**src/rtl/keypad_emulator.sv**
```systemverilog
`default_nettype none
// ============================================================================
// Module      : keypad_emulator
// Description : Device-side model of a 4x4 active-high matrix keypad. Accepts
//               key presses on a valid/ready port and plays them out as
//               press bounce, stable hold, release bounce and an inter-key
//               gap. The row return is a purely combinational function of
//               the column drive, like a real switch matrix.
// Revision    : 1.0 - initial release
// ============================================================================
module keypad_emulator #(
  parameter int HOLD_CYCLES   = 1000,
  parameter int BOUNCE_CYCLES = 64,
  parameter int BOUNCE_TOGGLE = 8,
  parameter int GAP_CYCLES    = 256
) (
  input  logic       clk,
  input  logic       rst,
  input  logic       key_valid,
  input  logic [3:0] key_code,
  output logic       key_ready,
  input  logic [3:0] col,
  output logic [3:0] row,
  output logic       busy,
  output logic       pressed,
  output logic       done
);

  // The duration counter only ever holds (length - 1), so it needs
  // clog2 of the longest phase.
  localparam int MAX_HB  = (HOLD_CYCLES > BOUNCE_CYCLES) ? HOLD_CYCLES : BOUNCE_CYCLES;
  localparam int MAX_CYC = (MAX_HB > GAP_CYCLES) ? MAX_HB : GAP_CYCLES;
  localparam int CNT_W   = (MAX_CYC > 1) ? $clog2(MAX_CYC) : 1;
  localparam int TOG_W   = (BOUNCE_TOGGLE > 1) ? $clog2(BOUNCE_TOGGLE) : 1;

  localparam logic [CNT_W-1:0] HOLD_LOAD   = CNT_W'(HOLD_CYCLES - 1);
  localparam logic [CNT_W-1:0] BOUNCE_LOAD = CNT_W'((BOUNCE_CYCLES > 0) ? BOUNCE_CYCLES - 1 : 0);
  localparam logic [CNT_W-1:0] GAP_LOAD    = CNT_W'(GAP_CYCLES - 1);
  localparam logic [TOG_W-1:0] TOG_LOAD    = TOG_W'(BOUNCE_TOGGLE - 1);

  typedef enum logic [2:0] {
    IDLE           = 3'd0,
    PRESS_BOUNCE   = 3'd1,
    HOLD           = 3'd2,
    RELEASE_BOUNCE = 3'd3,
    GAP            = 3'd4
  } state_t;

  state_t           state;
  logic             contact;
  logic [3:0]       key_sel;
  logic [CNT_W-1:0] cnt;
  logic [TOG_W-1:0] tcnt;

  assign key_ready = (state == IDLE);
  assign busy      = (state != IDLE);
  assign pressed   = contact;

  // Press sequencer: phase durations, contact bounce pattern and done pulse.
  always_ff @(posedge clk) begin
    if (rst) begin
      state   <= IDLE;
      contact <= 1'b0;
      key_sel <= 4'h0;
      cnt     <= '0;
      tcnt    <= '0;
      done    <= 1'b0;
    end else begin
      done <= 1'b0;
      case (state)
        IDLE: begin
          contact <= 1'b0;
          if (key_valid) begin
            key_sel <= key_code;
            contact <= 1'b1;
            tcnt    <= TOG_LOAD;
            if (BOUNCE_CYCLES > 0) begin
              state <= PRESS_BOUNCE;
              cnt   <= BOUNCE_LOAD;
            end else begin
              state <= HOLD;
              cnt   <= HOLD_LOAD;
            end
          end
        end

        PRESS_BOUNCE: begin
          if (cnt == '0) begin
            state   <= HOLD;
            cnt     <= HOLD_LOAD;
            contact <= 1'b1;
          end else begin
            cnt <= cnt - 1'b1;
            if (tcnt == '0) begin
              contact <= ~contact;
              tcnt    <= TOG_LOAD;
            end else begin
              tcnt <= tcnt - 1'b1;
            end
          end
        end

        HOLD: begin
          if (cnt == '0) begin
            contact <= 1'b0;
            tcnt    <= TOG_LOAD;
            if (BOUNCE_CYCLES > 0) begin
              state <= RELEASE_BOUNCE;
              cnt   <= BOUNCE_LOAD;
            end else begin
              state <= GAP;
              cnt   <= GAP_LOAD;
              done  <= (GAP_CYCLES == 1);
            end
          end else begin
            contact <= 1'b1;
            cnt     <= cnt - 1'b1;
          end
        end

        RELEASE_BOUNCE: begin
          if (cnt == '0) begin
            state   <= GAP;
            cnt     <= GAP_LOAD;
            contact <= 1'b0;
            done    <= (GAP_CYCLES == 1);
          end else begin
            cnt <= cnt - 1'b1;
            if (tcnt == '0) begin
              contact <= ~contact;
              tcnt    <= TOG_LOAD;
            end else begin
              tcnt <= tcnt - 1'b1;
            end
          end
        end

        GAP: begin
          contact <= 1'b0;
          if (cnt == '0) begin
            state <= IDLE;
          end else begin
            cnt  <= cnt - 1'b1;
            // Registered pulse lands in the final GAP cycle (cnt == 0).
            done <= (cnt == CNT_W'(1));
          end
        end

        default: begin
          state   <= IDLE;
          contact <= 1'b0;
        end
      endcase
    end
  end

  // Switch matrix: closed contact shorts the key's column onto its row.
  for (genvar r = 0; r < 4; r++) begin : g_row
    assign row[r] = contact && (key_sel[3:2] == 2'(r)) && col[key_sel[1:0]];
  end

endmodule
`default_nettype wire

```
**config.mk**
```make
export PLATFORM = sky130hd
export DESIGN_NAME = keypad_emulator
export DESIGN_NICKNAME = d
export VERILOG_FILES = /design/src/rtl/keypad_emulator.sv
export SDC_FILE = /design/constraint.sdc
export NUM_CORES = 1
export LEC_CHECK = 0
export CAP_MARGIN = 25
export CORE_UTILIZATION = 31
export CTS_CLUSTER_SIZE = 8
export DETAILED_ROUTE_END_ITERATION = 6
export HOLD_SLACK_MARGIN = 0.12
export MAX_ROUTING_LAYER = met4
export PLACE_DENSITY_LB_ADDON = 0.15
export SYNTH_ARGS = -nofsm -noshare
export SYNTH_HDL_FRONTEND = slang
export SYNTH_SLANG_ARGS = --single-unit
export TNS_END_PERCENT = 1
```
**constraint.sdc**
```tcl
create_clock -name clk -period 2.25 [get_ports clk]
set_clock_uncertainty 0.05 [all_clocks]
set_input_delay 0.225 -clock clk [delete_from_list [all_inputs] [get_ports clk]]
set_output_delay 0.225 -clock clk [all_outputs]
set_load 0.02 [all_outputs]
```
After elaboration in Yosys (flattened, before gate mapping) --
Index checks and enable logic that the tools add are counted.
Word-level totals: bits in registers 22, output and inout bits 8, memory bits (read-only) 0, memories kept 0, word-level logic and storage cells 72, RAM bits 0, bits in latches 0
Cells by class: div/mod/pow operators 0, multipliers 0, reductions and logical operators 21, shift-type cells 0, multiplexer cells 25, add/sub/neg operators 2, equality and inequality tests 15, bitwise operators 2, magnitude comparators 1
Operators with widths (count):
- two-way mux 10 bit | 5
- one-hot mux 10 bit (5 select lines) | 1
- two-way mux 3 bit | 9
- one-hot mux 3 bit (5 select lines) | 1
- inequality test 2 bit, second input constant | 7
- equality test 10 x 1 -> 1 bit, second input constant | 1
- logical NOT 10 bit | 1
- subtractor 10 x 1 -> 10 bit, second input constant | 1
- one-hot mux 3 bit (3 select lines) | 1
- logical AND 1 bit | 8
- equality test 3 x 2 -> 1 bit, second input constant | 2
- logical NOT 3 bit | 2
- two-way mux 1 bit | 6
- nonzero test 3 bit | 2
- AND reduction 5 bit | 1
- nonzero test 5 bit | 1
- equality test 2 bit, second input constant | 2
- one-hot mux 1 bit (4 select lines) | 1
- AND reduction 4 bit | 1
- equality test 3 x 1 -> 1 bit, second input constant | 1
- equality test 3 bit, second input constant | 1
- less-than comparator 2 x 3 -> 1 bit, second input constant | 1
- AND reduction 3 bit | 1
- OR reduction 3 bit | 1
- 7 further kinds | 8

Depth between registers and ports, before layout --
Gate-level depths: netlist (run 1).
word-level depth 4, gate-level depth with buffers 9, depth with buffers taken out 7

Least setup slack after synthesis (run 1) --
Ideal clock, no wire load.
kind reg2reg, from reg cnt[0], to reg tcnt[1], buffers on the path 2, data required time 2.113 ns, period minus slack after synthesis 2.066 ns, stages on the path, launching flop included 10, slack 0.184 ns, arrival 1.929 ns, cell sequence dfxtp_1 clkbuf_1 inv_1 ha_1 nor3b_2 and3_1 buf_4 mux2i_1 or4_1 o31ai_1
Between the ends: cells in the longest elaborated chain, start to end 3
Ends and longest elaborated chain:
- start, declared | line 52 | logic [CNT_W-1:0] cnt;
- start signal, assigned | line 93 | cnt <= cnt - 1'b1;
- start signal, assigned | line 117 | cnt <= cnt - 1'b1;
- start signal, assigned | line 128 | cnt <= cnt - 1'b1;
- logical NOT 10 bit * | line 88, 104, 122
- inequality test 2 bit (no line)
- AND reduction 4 bit (no line) *
- end signal, assigned | line 98 | tcnt <= tcnt - 1'b1;
- end signal, assigned | line 133 | tcnt <= tcnt - 1'b1;
- end, declared | line 53 | logic [TOG_W-1:0] tcnt;
Every way passes the cells marked *; elsewhere a longest branch is shown, timed or not. A chain may end at the register's enable or synchronous reset.

Worst setup path after layout (run 1) --
from reg key_sel[0], to out row[3]
Between the ends: cells in the longest elaborated chain, start to end 3
Ends and longest elaborated chain:
- start, declared | line 51 | logic [3:0] key_sel;
- start signal, assigned | line 74 | key_sel <= key_code;
- binary-select mux 1 bit (select 2 bit) | line 159 | assign row[r] = contact && (key_sel[3:2] == 2'(r)) && col[key_sel[1:0]];
- two-way mux 1 bit (implied by the code) | line 159
- logical AND 1 bit | line 159
- end, declared | line 23 | output logic [3:0] row,
No other way between the ends. The select of a mux whose other input is x is not followed.

==> results of run 1 <==
## Yosys cell counts, drive strengths merged, types with 2 or more instances
cell / number
xnor2: 3
nand3: 5
a41oi: 2
o22ai: 2
nor3b: 4
mux2i: 5
a21o: 2
o21a: 3
clkbuf: 6
nor4: 2
nor4b: 2
nand2: 11
inv: 7
buf: 2
a31oi: 3
o21ai: 7
and3b: 2
a21oi: 8
o211ai: 2
nand4: 2
or4: 3
ha: 5
or2: 3
a211oi: 3
nor3: 10
dfxtp: 22
xor2: 3
or3b: 2
nor2: 21
## kinds of logic after synthesis
kind of cell	share of synthesized area (%)
AND/OR/NAND/NOR	31.95
XOR/XNOR	3.781
flip-flops	31.68
multiplexers	5.221
adder cells (fa/ha/maj)	4.500
buffers and inverters	4.411
AO/OA/AOI/OAI	18.45
## routing by layer
metal	up-vias	wire (um)
met1	607	1529
met2	32	1669
met5	-	0
met4	0	17
li1	654	-
met3	2	161
## final cells by class
type / count / area [um^2]
clock buffers: 4 / 55.05
fillers: 435 / 2416
inverters: 7 / 26.28
multi-input cells: 130 / 888.4
flip-flops and latches: 22 / 440.4
well taps: 50 / 62.56
repair buffers: 28 / 255.2
## flip-flops by register name (all words and copies together), names as in the netlist
name	flops
cnt	10
pressed	1
key_sel	4
done	1
tcnt	3
state	3
## through the flow
| stage | power, mW | cell area [um^2] | hold WS, ns | worst slack, ns | utilization [%] |
|---|---|---|---|---|---|
| CTS | 1.276 | 1728 | 0.4693 | 0.08785 | 41.70 |
| detailed placement | 0.9836 | 1673 | 0.4501 | 0.1167 | 40.37 |
| floorplan | 0.8233 | 1390 | 0.3222 | 0.1842 | - |
| global placement | 0.9670 | 1673 | 0.4417 | 0.1457 | 40.37 |
| global route | 1.355 | 1728 | 0.5080 | 0.02305 | 41.70 |
| finish | 1.263 | 1728 | 0.4577 | 0.1094 | 41.70 |
## critical path, cell delays in order, from the launching register on
cell,delay [ns]
dfxtp_1,0.35
mux4_2,0.51
and4_1,0.21
clkdlybuf4s50_1,0.53
## worst max-delay path by stage
stage	to	cells after the start	slack, ns
after floorplan	tcnt[1]$_SDFFE_PP0P_	9	0.18
after global placement	row[3]	4	0.15
final	row[3]	3	0.11
after CTS	row[3]	3	0.09
after global routing	row[1]	4	0.02
after detailed placement	row[3]	4	0.12
## power groups by stage
| stage | clock, mW | combinational [mW] | sequential (mW) |
|---|---|---|---|
| after global routing | 0.317 | 0.529 | 0.509 |
| after CTS | 0.299 | 0.477 | 0.500 |
| after detailed placement | 0 | 0.474 | 0.510 |
| after global placement | 0 | 0.461 | 0.507 |
| after floorplan | 0 | 0.325 | 0.498 |
| final | 0.289 | 0.473 | 0.501 |
==> results.yml, run 1 <==
power:
  powerDensity_nw_per_um2: 730.9
  ir_drop_uv: 407.8
  pwr-share-clk_pct: 22.9
  leakagePower_nw: 0.6725
  power.share.sequential_pct: 39.6
  internal_power_mw: 0.8221
  combPwrFrac_pct: 37.5
  swShare_pct: 34.90
  switching_power_mw: 0.4408
grt:
  overflow: 0
  track_usage_pct: 17.34
  grt.busiest_layer: "met2"
  antenna_found_initial: 0
  grt_max_degree: 17
  grt_pass1_wl_um: 6023
  met1_usage_pct: 20.43
  first_global_vias: 1348
  met3_usage_pct: 4.276
  met2_usage_pct: 29.25
synth:
  synth_warnings: 0
  synth_area_um2: 1390
  synth_top_area_share_pct: 31.68
  synth_fp_nets: 183
  synth.avg_cell_area_um2: 8.324
  syn-instance-count: 167
  yosys-top-cells-area: "dfxtp_1, nor2_1, ha_1"
  ys_seq_area_share_pct: 31.68
  synth_cell_types: 51
  synth_top_area_cell: "dfxtp_1"
  synth_edf_count: 0
  synthArstFlopShare_pct: 0
  synth_ff_type: "dfxtp_1"
  synth-seq-cells: 22
cts:
  holdBufCountCts: 0
  cts_buffers: 3
  cts-root-buf: "clkbuf_8"
  clk_pin_slew_ns: 0.08
  cts.path.max_buffers: 2
  cts_resized: 0
  post-cts-setup-buffers: 0
  htreeDepth: 1
  insertion_delay_ns: 0.26
  clock-sinks: 22
  cts_tree: "built"
placed_design:
  dpl.hpwl_um: 2616
  gp_congestion: 0.8728
  io_buffers: 18
  dp.cells: 237
outcome:
  status: "completed"
routing:
  routed_wirelength_um: 3378
  drc: 0
  firstDrtPassIters: 4
  wl_per_cell_um: 14.02
  drt-vias-per-instance: 5.373
  vias: 1295
  drtIter0Drc: 93
  antenna_left: 0
critical_path:
  reg2reg_from: "cnt[0]$_SDFFE_PP0P_"
  worst-r2r-cell-count: 7
  critPathArrivalTime_ns: 1.87
  reg2reg_slack_ns: 0.30
  timing.rr.end: "tcnt[1]$_SDFFE_PP0P_"
  startpoint_type: "flip-flop"
  end_kind: "output pin"
  cp_max_fo: 2
  cp.required_ns: 1.98
  cp-startpoint: "key_sel[0]$_SDFFE_PP0P_"
  crit_type: "reg -> out"
sta:
  relSlewSlack_pct: 73.30
  timing.final.crit_share_pct: 95.14
  tightest_slew_ns: 0.3986
  min_period_ns: 2.141
  hold_violations: 0
  rsz0062_at_grt: "no"
  timing.fmax_mhz: 467.2
  drv_slew: 0
  tns_ns: 0
  finalSetupViolations: 0
worst_hold_path:
  min_from: "key_sel[1]$_SDFFE_PP0P_"
  hold_path_depth: 2
  whs_endpoint: "key_sel[1]$_SDFFE_PP0P_"
  hp-class: "reg -> reg"
finish:
  num_antenna_cells: 0
  layout_common_cells: "dfxtp_1, nor2_1, clkdlybuf4s50_1"
  stdcell_count: 241
  area_growth_pct: 24.30
  nNetsFinal: 208
  drive_gt1_share_pct: 10.99
  final_common_cell: "dfxtp_1"
floorplan:
  start_util_pct: 33.54
  design.die.area_um2: 4756
  die_h_um: 68.97
  core_area_um2: 4144
  ioPinCount: 19
  rows: 23
  die_width_um: 68.97
job:
  maxCapViolations: 0
No activity file was read; power rests on OpenSTA's default activity.
==> run 2, diff against run 1 <==
--- a/config.mk
+++ b/config.mk
@@ -8,6 +8,8 @@
 export CAP_MARGIN = 25
 export CORE_UTILIZATION = 31
+export CTS_BUF_LIST = sky130_fd_sc_hd__clkbuf_16
 export CTS_CLUSTER_SIZE = 8
 export DETAILED_ROUTE_END_ITERATION = 6
+export GPL_TIMING_DRIVEN = 0
 export HOLD_SLACK_MARGIN = 0.12
 export MAX_ROUTING_LAYER = met4
==> constraint.sdc (replaced) <==
create_clock -name clk -period 2.25 [get_ports clk]
set_clock_uncertainty 0.05 [all_clocks]
set_input_delay 0.3375 -clock clk [delete_from_list [all_inputs] [get_ports clk]]
set_output_delay 0.3375 -clock clk [all_outputs]
set_load 0.02 [all_outputs]
==> results.yml, run 2 (synthesis gave the netlist of run 1 again) <==
outcome:
  status: "completed"
critical_path:
  path_delay_family: "buffers and inverters"
  crit_type: "in -> out"
  reg2reg_slack_ns: 0.15
  path_depth: 4
  path_buf_inv: 2
  critPathSlowestCell: "mux4_2"
  end_kind: "output pin"
  worst-r2r-cell-count: 8
  critPathCapture: "row[3]"
  cp_max_fo: 2
  cp_cell_sequence: "clkdlybuf4s50_1 -> mux4_2 -> and4_1 -> dlygate4sd2_1"
  cp-startpoint: "col[3]"
  reg2reg_from: "cnt[0]$_SDFFE_PP0P_"
  timing.rr.end: "tcnt[1]$_SDFFE_PP0P_"
  cp.required_ns: 1.86
  startpoint_type: "primary input"
  critPathMaxStageDelay_ns: 0.48
  critPathArrivalTime_ns: 1.74
sta:
  timing.final.crit_share_pct: 94.59
  drv_slew: 0
  timing.fmax_mhz: 469.9
  relSlewSlack_pct: 58.33
  tightest_slew_ns: 0.6223
  hold_violations: 0
  min_period_ns: 2.128
  finalSetupViolations: 0
  rsz0062_at_grt: "no"
  fin_ws_ns: 0.1217
  holdWs_ns: 0.4575
routing:
  antenna_left: 0
  vias: 1277
  wl_per_cell_um: 14.50
  firstDrtPassIters: 6
  drc: 0
  drt-vias-per-instance: 5.388
  drtIter0Drc: 63
  routed_wirelength_um: 3436
placed_design:
  io_buffers: 18
  dpl.hpwl_um: 2647
  gp_congestion: 0.8103
  dp.cells: 235
  pre_cts_slack_ns: -0.1080
floorplan:
  die_width_um: 68.97
  design.die.area_um2: 4756
  die_h_um: 68.97
  core_area_um2: 4144
  start_util_pct: 33.54
  ioPinCount: 19
  rows: 23
grt:
  first_global_vias: 1275
  grt_pass1_wl_um: 5899
  grt_max_degree: 16
  overflow: 0
  antenna_found_initial: 0
  track_usage_pct: 17.19
finish:
  area_growth_pct: 23.40
  largestRegisters: "cnt (10), key_sel (4)"
  final_common_cell: "nor2_1"
  largest_reg_flops: 10
  num_antenna_cells: 0
  ff_latch_area_um2: 442.9
  nNetsFinal: 205
  multi_input_area_um2: 894.6
  layout_common_cells: "nor2_1, dfxtp_1, clkdlybuf4s50_1"
  stdcell_count: 237
  top_register: "cnt"
  fill_cells: 423
  drive_gt1_share_pct: 9.091
cts:
  clock-sinks: 22
  cts-root-buf: "clkbuf_16"
  cts_buffers: 3
  insertion_delay_ns: 0.25
  htreeDepth: 1
  cts.path.max_buffers: 2
  cts_tree: "built"
  holdBufCountCts: 0
  clk_pin_slew_ns: 0.05
power:
  leakagePower_nw: 0.6780
  ir_drop_uv: 339.3
  powerDensity_nw_per_um2: 774.5
job:
  maxCapViolations: 0
worst_hold_path:
  hp-class: "reg -> reg"
==> run 2: cell count changes in the layout (fill, tap and decap cells not counted), moves of 2 or more <==
cell,change
dlygate4sd2_1,+4
clkbuf_8,-4
clkbuf_1,+3
clkdlybuf4s50_1,-5
dfxtp_2,+2
dfxtp_1,-2
clkbuf_16,+3
buf_4,-8
==> run 2: layout make-up <==
cell class / count / share of cell area [%]
multi-input combinational: 130 / 52.15
inverter: 7 / 1.532
sequential: 22 / 25.82
buffer: 6 / 1.678
tap: 50 / 3.647
timing repair buffer: 19 / 10.80
clock buffer: 3 / 4.376
==> run 2: metrics by stage <==
| stage | utilization (%) | power (mW) | setup TNS [ns] | cell area (um^2) |
|---|---|---|---|---|
| 3_5_place_dp | 39.40 | 0.9508 | -0.4947 | 1633 |
| 6_report | 41.39 | 1.329 | 0 | 1715 |
| 3_3_place_gp | 39.40 | 0.9346 | -0.3663 | 1633 |
| 5_1_grt | 41.39 | 1.410 | 0 | 1715 |
| 4_1_cts | 41.15 | 1.331 | -0.03552 | 1705 |
| 2_1_floorplan | - | 0.8233 | 0 | 1390 |
==> run 2: power by group <==
part | switching [mW] | internal (mW)
combinational | 0.239 | 0.207
sequential | 0.0684 | 0.441
clock | 0.139 | 0.235
total | 0.446 | 0.882
==> run 2: routing by layer <==
metal	track usage (%)	routed length, um	up-vias
met5	-	0	-
met4	3.827	46	0
met3	3.783	101	6
met2	29.00	1605	29
met1	20.79	1682	590
li1	-	-	652
==> run 2: worst register-to-register path: stages, from the launching register on <==
cell,delay [ns]
dfxtp_2,0.38
inv_2,0.10
ha_1,0.20
nor3b_4,0.32
and3_1,0.20
buf_4,0.14
mux2i_1,0.08
or4_1,0.45
o31ai_1,0.10
==> run 2: worst min path at each step <==
stage / from / endpoint / cells after the start
after floorplan: key_sel[1]$_SDFFE_PP0P_ / key_sel[1]$_SDFFE_PP0P_ / 2
after global placement: key_sel[1]$_SDFFE_PP0P_ / key_sel[1]$_SDFFE_PP0P_ / 2
after detailed placement: key_sel[1]$_SDFFE_PP0P_ / key_sel[1]$_SDFFE_PP0P_ / 2
after CTS: key_sel[1]$_SDFFE_PP0P_ / key_sel[1]$_SDFFE_PP0P_ / 2
after global routing: key_sel[1]$_SDFFE_PP0P_ / key_sel[1]$_SDFFE_PP0P_ / 2
final: key_sel[1]$_SDFFE_PP0P_ / key_sel[1]$_SDFFE_PP0P_ / 2
==> run 2: repair_timing <==
| action | CTS | global route |
|---|---|---|
| setup endpoints to repair | 8 | 13 |
| buffers inserted | 0 | 1 |
| resized for setup | 6 | 5 |
==> run 3, diff against run 2 <==
- CORE_ASPECT_RATIO: default -> 0.7
- HOLD_SLACK_MARGIN: 0.12 -> 0.06
==> results.yml, run 3 (synthesis gave the netlist of run 1 again) <==
outcome:
  status: "completed"
finish:
  drive_gt1_share_pct: 10.47
  stdcell_count: 243
  area_growth_pct: 26.37
  layout_common_cells: "dfxtp_1, nor2_1, clkdlybuf4s50_1"
  num_antenna_cells: 0
  nNetsFinal: 208
  ff_latch_area_um2: 440.4
  largest_reg_flops: 10
  fill_cells: 422
  top_register: "cnt"
  multi_input_area_um2: 919.6
  largestRegisters: "cnt (10), key_sel (4)"
  final_common_cell: "dfxtp_1"
critical_path:
  crit_type: "reg -> out"
  cp_cell_sequence: "buf_2 -> clkbuf_1 -> or3_1 -> inv_1 -> dlygate4sd2_1"
  cp.required_ns: 1.86
  startpoint_type: "flip-flop"
  worst-r2r-cell-count: 9
  critPathArrivalTime_ns: 1.79
  reg2reg_slack_ns: 0.12
  path_depth: 5
  cp_max_fo: 10
  reg2reg_from: "cnt[0]$_SDFFE_PP0P_"
  path_delay_family: "buffers and inverters"
  path_buf_inv: 4
  timing.rr.end: "tcnt[1]$_SDFFE_PP0P_"
  critPathMaxStageDelay_ns: 0.46
  end_kind: "output pin"
  critPathSlowestCell: "or3_1"
cts:
  cts_buffers: 3
  clk_pin_slew_ns: 0.06
  holdBufCountCts: 0
  insertion_delay_ns: 0.26
  htreeDepth: 1
  cts.path.max_buffers: 2
  cts-root-buf: "clkbuf_16"
  clock-sinks: 22
  cts_tree: "built"
grt:
  antenna_found_initial: 0
  track_usage_pct: 18.30
  overflow: 0
  grt_pass1_wl_um: 6265
  grt_max_degree: 13
  first_global_vias: 1257
sta:
  min_period_ns: 2.177
  timing.final.crit_share_pct: 96.76
  hold_violations: 0
  fin_ws_ns: 0.07299
  holdWs_ns: 0.4768
  relSlewSlack_pct: 59.42
  rsz0062_at_grt: "yes"
  drv_slew: 0
  tns_ns: 0
  finalSetupViolations: 0
  tightest_slew_ns: 0.6061
  timing.fmax_mhz: 459.3
routing:
  antenna_left: 0
  drt-vias-per-instance: 5.630
  drtIter0Drc: 118
  routed_wirelength_um: 3711
  firstDrtPassIters: 4
  wl_per_cell_um: 15.27
  vias: 1368
  drc: 0
floorplan:
  ioPinCount: 19
  rows: 19
  start_util_pct: 33.80
  die_width_um: 82.04
  design.die.area_um2: 4760
  die_h_um: 58.03
  core_area_um2: 4113
placed_design:
  pre_cts_slack_ns: -0.1991
  gp_congestion: 0.8437
  dpl.hpwl_um: 2783
  io_buffers: 18
  dp.cells: 237
worst_hold_path:
  whs_endpoint: "key_sel[1]$_SDFFE_PP0P_"
  hold_path_depth: 2
  hp-class: "reg -> reg"
  min_from: "key_sel[1]$_SDFFE_PP0P_"
power:
  totalPowerFinal_mw: 1.363
  switching_power_mw: 0.4720
  power.share.sequential_pct: 36.8
  swShare_pct: 34.62
  pwr-share-clk_pct: 28.4
  combPwrFrac_pct: 34.7
  internal_power_mw: 0.8912
  leakagePower_nw: 0.6862
  ir_drop_uv: 393.7
  powerDensity_nw_per_um2: 776.0
job:
  maxCapViolations: 0
## run 3: cell count changes in the layout (fill, tap and decap cells not counted), moves of 2 or more
cell / delta
dlygate4sd2_1: +2
dfxtp_2: -2
clkbuf_1: +2
dfxtp_1: +2
## run 3: power groups by stage
| stage | sequential [mW] | clock (mW) | combinational (mW) |
|---|---|---|---|
| after floorplan | 0.498 | 0 | 0.325 |
| after global placement | 0.507 | 0 | 0.432 |
| after detailed placement | 0.509 | 0 | 0.443 |
| final | 0.502 | 0.388 | 0.473 |
| after global routing | 0.510 | 0.418 | 0.526 |
| after CTS | 0.501 | 0.397 | 0.445 |
## run 3: timing repair
action,in CTS,in global routing
gates cloned,0,0
setup buffers,0,2
resized for setup,9,7
setup endpoints to repair,11,7
## run 3: worst max-delay path by stage
stage / from / end / slack (ns)
final: state[2]$_SDFFE_PP0P_ / key_ready / 0.07
after global routing: cnt[0]$_SDFFE_PP0P_ / tcnt[1]$_SDFFE_PP0P_ / -0.02
after CTS: cnt[0]$_SDFFE_PP0P_ / tcnt[1]$_SDFFE_PP0P_ / -0.07
after detailed placement: cnt[0]$_SDFFE_PP0P_ / tcnt[1]$_SDFFE_PP0P_ / -0.20
after global placement: cnt[0]$_SDFFE_PP0P_ / tcnt[1]$_SDFFE_PP0P_ / -0.14
after floorplan: cnt[0]$_SDFFE_PP0P_ / tcnt[1]$_SDFFE_PP0P_ / 0.18
## run 3: worst register-to-register path: stages (launching register included)
cell and delay (ns):
dfxtp_1 0.31, clkbuf_4 0.18, inv_2 0.09, ha_2 0.21, nor3b_4 0.23, and3_1 0.18
buf_4 0.14, mux2i_1 0.09, or4_4 0.46, o31ai_1 0.09
## run 3: through the flow
step	utilization, %	cell area, um^2
after floorplan	-	1390
after global placement	39.76	1635
after detailed placement	39.76	1635
after CTS	41.68	1714
after global routing	42.71	1757
final	42.71	1757
## run 3: final cells by class
class	count	area share, %
multi-input cells	130	52.35
flip-flops and latches	22	25.07
repair buffers	20	10.68
clock buffers	3	4.274
well taps	52	3.704
plain buffers	8	2.208
inverters	7	1.496
clock inverters	1	0.2137
## run 3: metal layers
metal / up-vias / track usage, % / routed length, um
met5: - / - / 0
met4: 0 / 6.266 / 75
met3: 8 / 5.669 / 236
met2: 37 / 24.20 / 1505
met1: 657 / 25.84 / 1893
li1: 666 / - / -
